## config.mk

```make
export PLATFORM = sky130hd
export DESIGN_NAME = dcache_mem_bridge_flat
export DESIGN_NICKNAME = d
export VERILOG_FILES = /design/src/rtl/dcache_bus_pkg.sv /design/src/rtl/dcache_mem_bridge_if.sv /design/src/rtl/dcache_line_asm.sv /design/src/rtl/dcache_mem_bridge.sv /design/src/flat_wrapper.sv
export SDC_FILE = /design/constraint.sdc
export NUM_CORES = 1
export LEC_CHECK = 0
export ABC_CLOCK_PERIOD_IN_PS = 2800
export CAP_MARGIN = 25
export CORE_MARGIN = 4
export CORE_UTILIZATION = 46
export CTS_BUF_LIST = sky130_fd_sc_hd__clkbuf_4 sky130_fd_sc_hd__clkbuf_8
export CTS_CLUSTER_DIAMETER = 100
export DETAILED_ROUTE_END_ITERATION = 12
export HOLD_SLACK_MARGIN = 0.15
export PLACE_DENSITY = 0.77
export SLEW_MARGIN = 20
export SYNTH_ARGS = -nofsm -noshare
export SYNTH_HDL_FRONTEND = slang
export SYNTH_SLANG_ARGS = --single-unit
```

## constraint.sdc

```tcl
create_clock -name clk -period 2.8 [get_ports clk]
set_input_delay 0.28 -clock clk [delete_from_list [all_inputs] [get_ports clk]]
set_output_delay 0.28 -clock clk [all_outputs]
set_load 0.01 [all_outputs]
```

## src/rtl/dcache_bus_pkg.sv

```systemverilog
// dcache_mem_bridge shared types: FSM state encoding, line geometry and counter widths.
// Imported by the bridge top, its line assembler and the memory-bus interface.
package dcache_bus_pkg;

    typedef enum logic [2:0] {
        IDLE,
        WR_REQ,
        WR_DONE,
        RD_REQ,
        RD_WAIT,
        RD_DONE
    } state_e;

    localparam int LINE_WORDS = 4;
    localparam int WORD_OFF_W = 2;
    localparam int LINE_OFF_W = 4;
    localparam int WORD_BITS  = 32;
    localparam int LINE_BITS  = LINE_WORDS * WORD_BITS;
    localparam int CNT_W      = 3;

    localparam logic [CNT_W-1:0] LAST_WORD = CNT_W'(LINE_WORDS - 1);

endpackage

```

## src/rtl/dcache_mem_bridge_if.sv

```systemverilog
// Single-port pipelined word bus between the bridge (master) and memory (slave).
// Ports: mem_req/mem_we/mem_addr/mem_wdata out of master; mem_gnt/mem_rvalid/mem_rdata in.
interface dcache_mem_bridge_if;
    import dcache_bus_pkg::*;

    logic                 mem_req;
    logic                 mem_we;
    logic [31:0]          mem_addr;
    logic [WORD_BITS-1:0] mem_wdata;
    logic                 mem_gnt;
    logic                 mem_rvalid;
    logic [WORD_BITS-1:0] mem_rdata;

    modport master (
        output mem_req, mem_we, mem_addr, mem_wdata,
        input  mem_gnt, mem_rvalid, mem_rdata
    );

    modport slave (
        input  mem_req, mem_we, mem_addr, mem_wdata,
        output mem_gnt, mem_rvalid, mem_rdata
    );

endinterface

```

## src/rtl/dcache_line_asm.sv

```systemverilog
// Word-indexed 128-bit line register that collects returned read words.
// Ports: clk, rst (sync, high), we, idx[1:0], wdata[31:0] in; line[127:0] out.
module dcache_line_asm
    import dcache_bus_pkg::*;
(
    input  logic                  clk,
    input  logic                  rst,
    input  logic                  we,
    input  logic [WORD_OFF_W-1:0] idx,
    input  logic [WORD_BITS-1:0]  wdata,
    output logic [LINE_BITS-1:0]  line
);

    always_ff @(posedge clk) begin
        if (rst) begin
            line <= '0;
        end else if (we) begin
            line[{idx, 5'd0} +: WORD_BITS] <= wdata;
        end
    end

endmodule

```

## src/rtl/dcache_mem_bridge.sv

```systemverilog
// dcache line refill / write-back responder: one 128-bit line <-> four 32-bit bus words.
// Ports: clk, rst; cpu read (cpu_ren/cpu_raddr -> dev_rrdy/ren_received/dev_rvalid/dev_rdata);
// cpu write (cpu_wen/cpu_waddr/cpu_wdata -> dev_wrdy/write_finish); mem (master modport).
// Optional: DCACHE_BRIDGE_CRITICAL_WORD_FIRST_EN starts reads at cpu_raddr[3:2], wrapping.
module dcache_mem_bridge
    import dcache_bus_pkg::*;
#(
    parameter int MAX_RD_OUTSTANDING = 4
) (
    input  logic                   clk,
    input  logic                   rst,
    input  logic                   cpu_ren,
    input  logic [31:0]            cpu_raddr,
    output logic                   dev_rrdy,
    output logic                   ren_received,
    output logic                   dev_rvalid,
    output logic [LINE_BITS-1:0]   dev_rdata,
    input  logic [3:0]             cpu_wen,
    input  logic [31:0]            cpu_waddr,
    input  logic [LINE_BITS-1:0]   cpu_wdata,
    output logic                   dev_wrdy,
    output logic                   write_finish,
    dcache_mem_bridge_if.master    mem
);

    state_e state_q, state_d;

    logic [31-LINE_OFF_W:0] line_q;
    logic [LINE_BITS-1:0]   wbuf_q;
    logic [CNT_W-1:0]       wcnt_q, icnt_q, rcnt_q;
    logic [CNT_W-1:0]       rd_inflight;
    logic [WORD_OFF_W-1:0]  start, rd_idx, ret_idx;
    logic acc_wr, acc_rd, wr_gnt, rd_gnt, rd_ret, rd_full;
    logic unused_bits;

    // Only the line-address part of the request addresses is consumed here.
    assign unused_bits = ^{cpu_raddr[LINE_OFF_W-1:0], cpu_waddr[LINE_OFF_W-1:0]};

    // Counters are 3 bits so the in-flight difference can reach 4 without wrapping.
    assign rd_inflight = icnt_q - rcnt_q;
    assign rd_full     = (rd_inflight == CNT_W'(MAX_RD_OUTSTANDING));
    assign rd_idx      = start + icnt_q[WORD_OFF_W-1:0];
    assign ret_idx     = start + rcnt_q[WORD_OFF_W-1:0];

    assign dev_rrdy = (state_q == IDLE);
    assign dev_wrdy = (state_q == IDLE);

`ifdef DCACHE_BRIDGE_CRITICAL_WORD_FIRST_EN
    logic [WORD_OFF_W-1:0] start_q;

    always_ff @(posedge clk) begin
        if (rst) begin
            start_q <= '0;
        end else if (acc_rd) begin
            start_q <= cpu_raddr[LINE_OFF_W-1:2];
        end
    end

    assign start = start_q;
`else
    assign start = '0;
`endif

    always_ff @(posedge clk) begin
        if (rst) begin
            state_q <= IDLE;
        end else begin
            state_q <= state_d;
        end
    end

    always_comb begin
        state_d       = state_q;
        acc_wr        = 1'b0;
        acc_rd        = 1'b0;
        wr_gnt        = 1'b0;
        rd_gnt        = 1'b0;
        rd_ret        = 1'b0;
        ren_received  = 1'b0;
        dev_rvalid    = 1'b0;
        write_finish  = 1'b0;
        mem.mem_req   = 1'b0;
        mem.mem_we    = 1'b0;
        mem.mem_addr  = '0;
        mem.mem_wdata = '0;
        unique case (state_q)
            IDLE: begin
                // Write wins a tie so write-back is ordered before refill.
                if (|cpu_wen) begin
                    acc_wr  = 1'b1;
                    state_d = WR_REQ;
                end else if (cpu_ren) begin
                    acc_rd       = 1'b1;
                    ren_received = 1'b1;
                    state_d      = RD_REQ;
                end
            end
            WR_REQ: begin
                mem.mem_req   = 1'b1;
                mem.mem_we    = 1'b1;
                mem.mem_addr  = {line_q, wcnt_q[WORD_OFF_W-1:0], 2'b00};
                mem.mem_wdata = wbuf_q[{wcnt_q[WORD_OFF_W-1:0], 5'd0} +: WORD_BITS];
                wr_gnt        = mem.mem_gnt;
                if (wr_gnt && wcnt_q == LAST_WORD) begin
                    state_d = WR_DONE;
                end
            end
            WR_DONE: begin
                write_finish = 1'b1;
                state_d      = IDLE;
            end
            RD_REQ: begin
                mem.mem_req  = !rd_full;
                mem.mem_addr = {line_q, rd_idx, 2'b00};
                rd_gnt       = !rd_full && mem.mem_gnt;
                rd_ret       = mem.mem_rvalid;
                if (rd_ret && rcnt_q == LAST_WORD) begin
                    state_d = RD_DONE;
                end else if (rd_gnt && icnt_q == LAST_WORD) begin
                    state_d = RD_WAIT;
                end
            end
            RD_WAIT: begin
                rd_ret = mem.mem_rvalid;
                if (rd_ret && rcnt_q == LAST_WORD) begin
                    state_d = RD_DONE;
                end
            end
            RD_DONE: begin
                dev_rvalid = 1'b1;
                state_d    = IDLE;
            end
            default: state_d = IDLE;
        endcase
    end

    always_ff @(posedge clk) begin
        if (rst) begin
            line_q <= '0;
            wbuf_q <= '0;
            wcnt_q <= '0;
            icnt_q <= '0;
            rcnt_q <= '0;
        end else begin
            if (acc_wr) begin
                line_q <= cpu_waddr[31:LINE_OFF_W];
                wbuf_q <= cpu_wdata;
                wcnt_q <= '0;
            end else if (acc_rd) begin
                line_q <= cpu_raddr[31:LINE_OFF_W];
                icnt_q <= '0;
                rcnt_q <= '0;
            end
            if (wr_gnt) wcnt_q <= wcnt_q + 3'd1;
            if (rd_gnt) icnt_q <= icnt_q + 3'd1;
            if (rd_ret) rcnt_q <= rcnt_q + 3'd1;
        end
    end

    dcache_line_asm u_line (
        .clk   (clk),
        .rst   (rst),
        .we    (rd_ret),
        .idx   (ret_idx),
        .wdata (mem.mem_rdata),
        .line  (dev_rdata)
    );

endmodule

```

## src/flat_wrapper.sv

```systemverilog
// flat-port wrapper written by rule: the top's interface ports become plain ports
module dcache_mem_bridge_flat import dcache_bus_pkg::*;
#(
    parameter int MAX_RD_OUTSTANDING = 4
)
  (clk, rst, cpu_ren, cpu_raddr, dev_rrdy, ren_received, dev_rvalid, dev_rdata, cpu_wen, cpu_waddr, cpu_wdata, dev_wrdy, write_finish, mem_mem_req, mem_mem_we, mem_mem_addr, mem_mem_wdata, mem_mem_gnt, mem_mem_rvalid, mem_mem_rdata);
  dcache_mem_bridge_if mem_i ();
  input  logic clk;
  input  logic rst;
  input  logic cpu_ren;
  input  logic [31:0] cpu_raddr;
  output logic dev_rrdy;
  output logic ren_received;
  output logic dev_rvalid;
  output logic [LINE_BITS-1:0] dev_rdata;
  input  logic [3:0] cpu_wen;
  input  logic [31:0] cpu_waddr;
  input  logic [LINE_BITS-1:0] cpu_wdata;
  output logic dev_wrdy;
  output logic write_finish;
  output wire logic [$bits(mem_i.mem_req)-1:0] mem_mem_req;
  output wire logic [$bits(mem_i.mem_we)-1:0] mem_mem_we;
  output wire logic [$bits(mem_i.mem_addr)-1:0] mem_mem_addr;
  output wire logic [$bits(mem_i.mem_wdata)-1:0] mem_mem_wdata;
  input wire logic [$bits(mem_i.mem_gnt)-1:0] mem_mem_gnt;
  input wire logic [$bits(mem_i.mem_rvalid)-1:0] mem_mem_rvalid;
  input wire logic [$bits(mem_i.mem_rdata)-1:0] mem_mem_rdata;
  assign mem_mem_req = mem_i.mem_req;
  assign mem_mem_we = mem_i.mem_we;
  assign mem_mem_addr = mem_i.mem_addr;
  assign mem_mem_wdata = mem_i.mem_wdata;
  assign mem_i.mem_gnt = mem_mem_gnt;
  assign mem_i.mem_rvalid = mem_mem_rvalid;
  assign mem_i.mem_rdata = mem_mem_rdata;
  dcache_mem_bridge #(.MAX_RD_OUTSTANDING(MAX_RD_OUTSTANDING)) u_core (.clk(clk), .rst(rst), .cpu_ren(cpu_ren), .cpu_raddr(cpu_raddr), .dev_rrdy(dev_rrdy), .ren_received(ren_received), .dev_rvalid(dev_rvalid), .dev_rdata(dev_rdata), .cpu_wen(cpu_wen), .cpu_waddr(cpu_waddr), .cpu_wdata(cpu_wdata), .dev_wrdy(dev_wrdy), .write_finish(write_finish), .mem(mem_i));
endmodule
```

==> reports/metrics.cfg, run 1 <==
[outcome]
status=completed

[timing]
tns_ns=0
hold_viol=0
tightest_slew_ns=0.682
period_minus_slack_ns=2.66
post-route-period-util_pct=95.0
max_freq_mhz=376
maxSlewViolCount=0
finClkSkew_ns=0.0312
setup_viol=0
maxSlewHeadroom_pct=54.5
rsz0062_at_grt=false

[placement]
io_buffers=421
hpwl_mm=27.3
gp_congestion=0.837

[drt]
vias_per_cell=5.25
drt_iter0_drc=835
dr.pass1.iters=5
vias=12100
wl_mm=40.9
ant_nets=0
routedWlPerCell_um=17.7
drc_errors=0

[die]
ios=432
die_y_um=175
rows=60
core-area_um2=27100
start_util_pct=47.1
dieArea_um2=30500
die_w_um=175

[setup_path]
cp-endpoint=mem_mem_wdata[2]
arrival_ns=2.38
rr_startpoint=u_core.rcnt_q[0]
cp.depth=5
r2r_slack_ns=0.59
crit_path_start=u_core.state_q[0]
rr_worst_depth=6
critPathMaxStageDelay_ns=0.56
path_class=reg -> out
cp_top_family=buffers and inverters
critical-path-slowest-cell=clkdlybuf4s50_1
worst-path-buf-inv=3
end_kind=output port
required_ns=2.52
reg2reg_to=u_core.u_line.line[50]
cp_max_fo=36
critical_path.cell_chain=buf_4 -> nor3b_4 -> buf_6 -> and2_1 -> clkdlybuf4s50_1
start_kind=register

[clock_tree]
cts.htree.levels=2
postCtsSetupBuffers=0
clock_latency_ns=0.56
cts.clk_slew.worst_paths_ns=0.06
cts_made_buffers=49
cts_tree=done
clockRootBuffer=clkbuf_8
cts_sinks=296
clockBufferDepth=3

[grt]
grt_pass1_wl_mm=63.4
grt_max_degree=129
grt_pass1_vias=11900
grt_use_total_pct=25.3
grt_antenna_before_repair=3
grt_overflow=0

[synthesis]
ys_seq_area_share_pct=46.5
synth_top_area_share_pct=46.5
synth_common_cells=nand2_1, dfxtp_1, a21oi_1
synthesis.area_um2=12800
avgSynthCellArea_um2=8.28
async_reset_ff_share_pct=0
yosys_warnings=0
synth_edf_count=0
synth_area_leaders=dfxtp_1, nand2_1, a21oi_1, mux4_2, nand3_1
yosysUniqueCellTypes=49
syn_inst=1541
ys_seq_elements=296
yosys.cell_count.top_type=nand2_1
ys.flop_type=dfxtp_1
synth_largest_area_cell=dfxtp_1

[power]
leakage_nw=6.44
ir_drop_uv=492
power_mw=9.62
pwr_density_cell_nw_per_um2=531

[flow_run]
cap_violations=0

[final_layout]
drive_above_1_share_pct=11.2
fin_nets=2150
fillers=2242
syn_to_final_growth_pct=41.9

[hold_path]
min_path_type=in -> reg
min_from=cpu_wdata[80]

placed cells by master, fill, tap and decap left out, types with 19 or more instances in the layout:
cell type,n
a21oi_1,239
a21oi_2,25
a31oi_1,30
and2_1,63
buf_4,19
clkbuf_4,21
clkbuf_8,59
clkdlybuf4s50_1,419
dfxtp_1,295
inv_1,38
mux4_2,32
nand2_1,394
nand3_1,101
nand3_2,30
nor2_1,72
o22ai_1,29
where the power goes:
| part | total, mW | internal [mW] | switching, mW |
|---|---|---|---|
| logic | 1.29 | 0.663 | 0.624 |
| registers | 4.48 | 4.40 | 0.0876 |
| clock network | 3.85 | 2.18 | 1.67 |
| total | 9.62 | 7.24 | 2.38 |
routing by layer:
metal	global-route usage, %	up-vias	share of wire (%)	routed length [µm]
met5	0	-	0.032	13
met4	11.5	2	4.3	1760
met3	7.66	104	8.9	3640
met2	43.0	523	48	19600
met1	29.5	5613	39	15900
li1	-	5903	-	-
repair_timing:
item,CTS,global route
cloned,0,1
hold endpoints to repair,56,0
hold buffers,1,0
resized for setup,2,1
endpoints found under the setup margin,2,4
layout make-up:
| class | count | area, µm² | share of cell area (%) |
|---|---|---|---|
| flip-flops and latches | 296 | 5930 | 32.7 |
| clock inverters | 5 | 36.3 | 0.200 |
| well taps | 372 | 465 | 2.57 |
| diodes | 2 | 5.00 | 0.0276 |
| repair buffers | 451 | 4570 | 25.2 |
| multi-input cells | 1070 | 5990 | 33.1 |
| clock buffers | 80 | 970 | 5.36 |
| inverters | 38 | 143 | 0.788 |
sequential cells by signal (all words and copies together) (netlist names):
name / count
u_core.state_q: 3
u_core.wbuf_q: 128
u_core.wcnt_q: 3
u_core.u_line.line: 128
u_core.icnt_q: 3
u_core.line_q: 28
u_core.rcnt_q: 3
stage by stage:
step | util, % | cells | hold slack, ns | setup slack (ns) | cell area, µm²
floorplan | - | 1542 | 0.415 | 0.978 | 12800
global placement | 62.9 | 2225 | 0.437 | 0.458 | 17000
detailed placement | 62.9 | 2225 | 0.443 | 0.449 | 17000
CTS | 66.7 | 2311 | 0.231 | 0.0374 | 18100
global route | 66.8 | 2314 | 0.246 | 0.000235 | 18100
finish | 66.8 | 2314 | 0.260 | 0.141 | 18100
how the worst min path moves through the flow:
stage | end | slack (ns) | cells after the start
after global placement | u_core.u_line.line[37] | 0.44 | 2
after CTS | u_core.wbuf_q[80] | 0.23 | 3
after global routing | u_core.wbuf_q[82] | 0.25 | 3
after floorplan | u_core.u_line.line[10] | 0.42 | 2
after detailed placement | u_core.u_line.line[51] | 0.44 | 2
final | u_core.wbuf_q[80] | 0.26 | 3
logic make-up (layout without fill, tap and decap cells):
group                      after synthesis  in the layout  share of synthesized area, %
AOI/OAI and AO/OA                      335            335                          14.8
xor gates and xnor gates                 2              2                         0.137
adders and majority gates               11             11                          1.08
buffers and inverters                  176            574                          6.99
DFF                                    296            296                          46.5
muxes                                   35             35                          5.90
other                                    1              4                        0.0294
and+or+nand+nor                        685            685                          24.7
tightest hold or removal path: cells and delay by family:
family,cells,cell delay [ns]
buf+inv,1,0.39
compound gates,1,0.05
simple gates,1,0.05
No activity file was read; power rests on OpenSTA's default activity.
==> inputs of run 2 (changes only) <==
--- a/config.mk
+++ b/config.mk
@@ -9,7 +9,7 @@
 export CAP_MARGIN = 25
 export CORE_MARGIN = 4
 export CORE_UTILIZATION = 46
-export CTS_BUF_LIST = sky130_fd_sc_hd__clkbuf_4 sky130_fd_sc_hd__clkbuf_8
+export CTS_BUF_LIST = sky130_fd_sc_hd__clkbuf_8
 export CTS_CLUSTER_DIAMETER = 100
 export DETAILED_ROUTE_END_ITERATION = 12
 export HOLD_SLACK_MARGIN = 0.15
==> run 2 against run 1 <==
Clock power shrank 7.0%. Hold slack lost 0.0023 ns. Largest power group unchanged. Sequential power is essentially flat. Fmax shrank 0.69%. Final area shrank 0.43%. Critical path type unchanged. First-iteration DRC count shrank 2.5%. Global-route usage shrank 0.092 points.
==> reports/metrics.cfg, run 2 (synthesis gave the netlist of run 1 again) <==
[outcome]
status=completed  ; unchanged

[timing]
max_freq_mhz=374  ; was 376 MHz
maxSlewViolCount=0  ; unchanged
maxSlewHeadroom_pct=55.0  ; was 54.5%
rsz0062_at_grt=false  ; unchanged
finClkSkew_ns=0.0357  ; was 0.0312 ns
fin_ws_ns=0.123  ; was 0.141 ns
period_minus_slack_ns=2.68  ; was 2.66 ns
tightest_slew_ns=0.673  ; was 0.682 ns
tns_ns=0  ; unchanged
hold_viol=0  ; unchanged
setup_viol=0  ; unchanged
hold_ws_ns=0.257  ; was 0.260 ns
post-route-period-util_pct=95.6  ; was 95.0%

[setup_path]
reg2reg_to=u_core.wbuf_q[48]  ; was u_core.u_line.line[50]
required_ns=2.52  ; about the same
path_class=reg -> out  ; unchanged
cp_max_fo=36  ; unchanged
start_kind=register  ; unchanged
crit_path_start=u_core.state_q[0]  ; unchanged
cp-endpoint=mem_mem_wdata[2]  ; unchanged
arrival_ns=2.40  ; was 2.38 ns
end_kind=output port  ; unchanged
r2r_slack_ns=0.64  ; was 0.59 ns
rr_startpoint=u_core.state_q[2]  ; was u_core.rcnt_q[0]
rr_worst_depth=6  ; unchanged

[clock_tree]
cts.clk_slew.worst_paths_ns=0.06  ; about the same
postCtsSetupBuffers=0  ; unchanged
clockBufferDepth=3  ; unchanged
cts_made_buffers=49  ; unchanged
cts_tree=done  ; unchanged
cts.htree.levels=2  ; unchanged
clockRootBuffer=clkbuf_8  ; unchanged
clock_latency_ns=0.57  ; was 0.56 ns
cts_sinks=296  ; unchanged

[grt]
grt_pass1_wl_mm=63.2  ; was 63.4 mm
grt_antenna_before_repair=3  ; unchanged
grt_max_degree=129  ; unchanged
grt_overflow=0  ; unchanged
grt_pass1_vias=11900  ; about the same
grt_use_total_pct=25.2  ; was 25.3%

[drt]
routedWlPerCell_um=17.7  ; about the same
vias=12200  ; was 12,100
wl_mm=41.0  ; was 40.9 mm
ant_nets=0  ; unchanged
vias_per_cell=5.27  ; was 5.25
drc_errors=0  ; unchanged
drt_iter0_drc=814  ; was 835
dr.pass1.iters=5  ; unchanged

[final_layout]
fin_nets=2150  ; unchanged
most-common-layout-cells=clkdlybuf4s50_1, nand2_1, dfxtp_1  ; unchanged
final_common_cell=clkdlybuf4s50_1  ; unchanged
reg.largest.list=u_core.u_line.line: 128 flops, u_core.wbuf_q: 128 flops, u_core.line_q: 28 flops  ; unchanged
drive_above_1_share_pct=10.2  ; was 11.2%
syn_to_final_growth_pct=41.3  ; was 41.9%

[power]
power_mw=9.35  ; was 9.62 mW
power.net_switching_mw=2.39  ; was 2.38 mW
seqPwrFrac_pct=48.0  ; was 46.6%
ir_drop_uv=405  ; was 492 µV
clkPwrFrac_pct=38.3  ; was 40.0%
p_comb_share_pct=13.8  ; was 13.4%
pwr_density_cell_nw_per_um2=519  ; was 531 nW/µm²
leakage_nw=6.46  ; was 6.44 nW
p_sw_share_pct=25.6  ; was 24.7%
internal-power_mw=6.96  ; was 7.24 mW

[die]
rows=60  ; unchanged
dieArea_um2=30500  ; unchanged
ios=432  ; unchanged
die_w_um=175  ; unchanged
start_util_pct=47.1  ; unchanged
die_y_um=175  ; unchanged
core-area_um2=27100  ; unchanged

[flow_run]
cap_violations=0  ; unchanged

[placement]
io_buffers=421  ; unchanged
hpwl_mm=27.3  ; unchanged
gp_congestion=0.837  ; unchanged
place_ws_ns=0.449  ; unchanged

[hold_path]
min_path_type=in -> reg  ; unchanged

[run 2: changes by cell type in the layout (fill, tap and decap cells not counted), sizes merged]
cell / previous run / this run
inv: 39 / 60
clkbuf: 81 / 60
[run 2: how the worst min path moves through the flow]
| stage | from | to | slack, ns | cells after the start |
|---|---|---|---|---|
| after floorplan | mem_mem_rdata[10] | u_core.u_line.line[10] | 0.42 | 2 |
| after global placement | u_core.u_line.line[37] | u_core.u_line.line[37] | 0.44 | 2 |
| after detailed placement | u_core.u_line.line[51] | u_core.u_line.line[51] | 0.44 | 2 |
| after CTS | cpu_wdata[80] | u_core.wbuf_q[80] | 0.23 | 3 |
| after global routing | cpu_wdata[56] | u_core.wbuf_q[56] | 0.25 | 3 |
| final | cpu_wdata[80] | u_core.wbuf_q[80] | 0.26 | 3 |
[run 2: stage by stage]
stage / area (µm²) / std cells / util, %
2_1_floorplan: 12800 / 1542 / -
3_3_place_gp: 17000 / 2225 / 62.9
3_5_place_dp: 17000 / 2225 / 62.9
4_1_cts: 18000 / 2311 / 66.4
5_1_grt: 18000 / 2314 / 66.5
6_report: 18000 / 2314 / 66.5
[run 2: layer usage]
metal	wire, µm	track usage (%)
met1	15900	29.5
met2	19600	42.8
met3	3660	7.55
met4	1780	11.3
met5	13	0
[run 2: cell type report]
type | count | area [µm²]
inverter | 38 | 143
multi-input combinational | 1070 | 5990
fill | 2257 | 9080
sequential | 296 | 5930
timing repair buffer | 451 | 4570
antenna | 2 | 5.00
clock buffer | 59 | 812
clock inverter | 26 | 115
tap | 372 | 465
[run 2: timing repair]
item / CTS / global route
gates cloned: 0 / 1
hold endpoints to repair: 55 / 0
resized for setup: 2 / 2
setup endpoints to repair: 2 / 4
hold buffers: 1 / 0
[run 2: critical path: stages, from the launching register on]
cell and delay [ns]:
dfxtp_1 0.32, buf_4 0.19, nor3b_4 0.21, buf_6 0.30, and2_1 0.25, clkdlybuf4s50_1 0.57
[run 2: power groups by stage]
| stage | Combinational (mW) | Sequential [mW] | Clock [mW] |
|---|---|---|---|
| 2_1_floorplan | 0.680 | 4.55 | 0 |
| 3_5_place_dp | 1.27 | 4.57 | 0 |
| 6_report | 1.29 | 4.48 | 3.58 |
| 3_3_place_gp | 1.26 | 4.56 | 0 |
| 5_1_grt | 1.40 | 4.50 | 3.85 |
| 4_1_cts | 1.29 | 4.48 | 3.66 |
==> inputs of run 3 (changes only) <==
--- a/config.mk
+++ b/config.mk
@@ -13,8 +13,11 @@
 export CTS_CLUSTER_DIAMETER = 100
 export DETAILED_ROUTE_END_ITERATION = 12
 export HOLD_SLACK_MARGIN = 0.15
-export PLACE_DENSITY = 0.77
+export PLACE_DENSITY = 0.78
+export REMOVE_ABC_BUFFERS = 1
+export SETUP_SLACK_MARGIN = 0.05
 export SLEW_MARGIN = 20
 export SYNTH_ARGS = -nofsm -noshare
 export SYNTH_HDL_FRONTEND = slang
+export SYNTH_HIERARCHICAL = 1
 export SYNTH_SLANG_ARGS = --single-unit
==> run 3 against run 2 <==
Die area down 3.9%. Count of clock-buffer cells in the layout unchanged. Final cell count down 6.4%. Worst setup slack better by 0.015 ns. Routed wire length down 2.5%. Core utilization up 1.3 points. Critical endpoint is now mem_mem_wdata[24]. Highest routed layer is now met4.
==> reports/metrics.cfg, run 3 <==
[outcome]
status=completed  ; unchanged

[die]
ios=432  ; unchanged
die_w_um=171  ; was 175 µm
dieArea_um2=29300  ; was 30,500 µm²
die_y_um=171  ; was 175 µm
rows=59  ; was 60
core-area_um2=26100  ; was 27,100 µm²
start_util_pct=46.8  ; was 47.1%

[final_layout]
most-common-layout-cells=clkdlybuf4s50_1, nand2_1, dfxtp_1  ; unchanged
syn_to_final_growth_pct=44.8  ; was 41.3%
fillers=2114  ; was 2,257
final_area_um2=17700  ; was 18,000 µm²
reg.largest.list=u_core/u_line/line: 128 flops, u_core/wbuf_q: 128 flops, u_core/line_q: 28 flops  ; was u_core.u_line.line: 128 flops, u_core.wbuf_q: 128 flops, u_core.line_q: 28 flops
final_common_cell=clkdlybuf4s50_1  ; unchanged
fin_nets=2039  ; was 2,150
drive_above_1_share_pct=8.82  ; was 10.2%

[clock_tree]
clockBufferDepth=3  ; unchanged
cts.clk_slew.worst_paths_ns=0.06  ; about the same
clock_latency_ns=0.56  ; was 0.57 ns
cts_sinks=296  ; unchanged
cts_hold_buf=0  ; was 1
clockRootBuffer=clkbuf_8  ; unchanged
cts.htree.levels=2  ; unchanged
cts_tree=done  ; unchanged
cts_made_buffers=49  ; unchanged

[timing]
post-route-period-util_pct=95.1  ; was 95.6%
tns_ns=0  ; unchanged
rsz0062_at_grt=true  ; was false
setup_viol=0  ; unchanged
finClkSkew_ns=0.0155  ; was 0.0357 ns
maxSlewHeadroom_pct=55.2  ; was 55.0%
max_freq_mhz=376  ; was 374 MHz
tightest_slew_ns=0.672  ; was 0.673 ns
maxSlewViolCount=0  ; unchanged
fin_ws_ns=0.138  ; was 0.123 ns
period_minus_slack_ns=2.66  ; was 2.68 ns
hold_viol=0  ; unchanged

[setup_path]
reg2reg_to=u_core/u_line/line[70]  ; was u_core.wbuf_q[48]
required_ns=2.52  ; about the same
cp_max_fo=10  ; was 36
arrival_ns=2.38  ; was 2.40 ns
critical_path.cell_chain=buf_12 -> mux4_2 -> and2_1 -> clkdlybuf4s50_1  ; was buf_4 -> nor3b_4 -> buf_6 -> and2_1 -> clkdlybuf4s50_1
path_class=reg -> out  ; unchanged
r2r_slack_ns=0.44  ; was 0.64 ns
critPathMaxStageDelay_ns=0.53  ; was 0.57 ns
end_kind=output port  ; unchanged
critical-path-slowest-cell=clkdlybuf4s50_1  ; unchanged
rr_worst_depth=6  ; unchanged
rr_startpoint=u_core/state_q[2]  ; was u_core.state_q[2]
start_kind=register  ; unchanged

[synthesis]
async_reset_ff_share_pct=0  ; unchanged
avgSynthCellArea_um2=8.66  ; was 8.28 µm²
synth_area_leaders=dfxtp_1, nand2_1, a21oi_1, mux4_2, and2_1  ; was dfxtp_1, nand2_1, a21oi_1, mux4_2, nand3_1
synth_edf_count=0  ; unchanged
ys.flop_type=dfxtp_1  ; unchanged
synth_top_area_share_pct=48.4  ; was 46.5%
synthesis.area_um2=12200  ; was 12,800 µm²
ys_seq_area_share_pct=48.4  ; was 46.5%
yosysUniqueCellTypes=52  ; was 49
synth_largest_area_cell=dfxtp_1  ; unchanged
syn_inst=1413  ; was 1,541
ys_seq_elements=296  ; unchanged
yosys.cell_count.top_type=nand2_1  ; unchanged
synth_common_cells=nand2_1, dfxtp_1, a21oi_1  ; unchanged
yosys_warnings=6  ; was 0

[drt]
vias=11900  ; was 12,200
routedWlPerCell_um=18.4  ; was 17.7 µm
wl_mm=39.9  ; was 41.0 mm
ant_nets=0  ; unchanged
vias_per_cell=5.48  ; was 5.27
dr.pass1.iters=5  ; unchanged
drt_iter0_drc=829  ; was 814
drc_errors=0  ; unchanged

[grt]
grt_pass1_wl_mm=60.9  ; was 63.2 mm
grt_max_degree=124  ; was 129
grt_antenna_before_repair=5  ; was 3
grt_use_total_pct=25.7  ; was 25.2%
grt_pass1_vias=11700  ; was 11,900
grt-busiest-layer=met2  ; unchanged
met3_usage_pct=5.50  ; was 7.55%
grt_overflow=0  ; unchanged
grtUsageMet1_pct=30.4  ; was 29.5%
gr-usage-met2_pct=43.2  ; was 42.8%

[hold_path]
min_path_cells=2  ; was 3
min_from=rst  ; was cpu_wdata[80]
hold_end=u_core/icnt_q[2]  ; was u_core.wbuf_q[80]
min_path_type=in -> reg  ; unchanged

[placement]
gp_congestion=0.816  ; was 0.837
hpwl_mm=26.9  ; was 27.3 mm
place_ws_ns=0.438  ; was 0.449 ns
placed_cell_area_um2=16700  ; was 17,000 µm²
io_buffers=421  ; unchanged

[power]
ir_drop_uv=333  ; was 405 µV
leakage_nw=6.58  ; was 6.46 nW
pwr_density_cell_nw_per_um2=522  ; was 519 nW/µm²

[flow_run]
cap_violations=0  ; unchanged

-- run 3: cell count changes after synthesis, moves of 27 or more --
cell | previous run | this run
a21oi_1 | 239 | 200
nand3_2 | 30 | 0
a22o_1 | 0 | 31
nand3_1 | 101 | 43
a31oi_1 | 30 | 1
o22ai_1 | 29 | 1
a311oi_1 | 0 | 27
inv_1 | 38 | 10
a32oi_1 | 1 | 33
-- run 3: worst max-delay path by stage --
stage,to,cells past startpoint,startpoint
after floorplan,u_core/line_q[9],4,u_core/state_q[1]
after global placement,ren_received,5,cpu_wen[1]
after detailed placement,ren_received,5,cpu_wen[1]
after CTS,mem_mem_wdata[8],4,u_core/wcnt_q[0]
after global routing,mem_mem_req,7,u_core/icnt_q[0]
final,mem_mem_wdata[24],4,u_core/wcnt_q[0]
-- run 3: critical path, delay by kind of cell, from the launching register on --
family / cells / cell delay, ns
buf+inv: 2 / 0.71
flops: 1 / 0.44
mux: 1 / 0.50
simple gates: 1 / 0.17
-- run 3: routing by layer --
layer,wire [µm],up-vias
met5,0,-
met4,2070,0
met3,3290,135
met2,19700,546
met1,14900,5567
li1,-,5618
-- run 3: report_power, final --
part	switching (mW)	leakage, nW	total [mW]	internal (mW)
clock network	1.67	0.553	3.65	1.98
logic	0.521	3.61	1.15	0.628
registers	0.0810	2.42	4.45	4.37
-- run 3: area by class of cell --
type                       instances  area, µm²  area share, %
antenna                            6       15.0         0.0848
clock buffer                      59        812           4.58
clock inverter                    24        123          0.692
inverter                          10       37.5          0.212
multi-input combinational        978       5650           31.9
sequential                       296       5940           33.5
tap                              335        419           2.37
timing repair buffer             458       4720           26.6
-- run 3: metrics by stage --
stage               hold WS [ns]  instances  power [mW]  util [%]
global route               0.254       2165        9.63      67.8
global placement           0.438       2072        5.64      63.8
detailed placement         0.444       2072        5.67      63.8
floorplan                  0.348       1284        4.99         -
finish                     0.248       2166        9.25      67.8
CTS                        0.223       2157        9.31      67.5
-- run 3: logic make-up (layout without fill, tap and decap cells) --
family | Yosys count | after routing | synth area share, %
muxes | 38 | 38 | 6.39
AOI/OAI and AO/OA | 304 | 304 | 15.7
xor gates and xnor gates | 2 | 2 | 0.143
other | 1 | 8 | 0.0307
buffers and inverters | 140 | 551 | 5.63
and+or+nand+nor | 619 | 619 | 22.3
adders and majority gates | 13 | 13 | 1.33
DFF | 296 | 296 | 48.4
-- run 3: repair_timing --
action	CTS	global route
resized for setup	4	5
endpoints found under the hold margin	0	0
buffers inserted	1	1
setup endpoints to repair	45	7
gates cloned	1	1
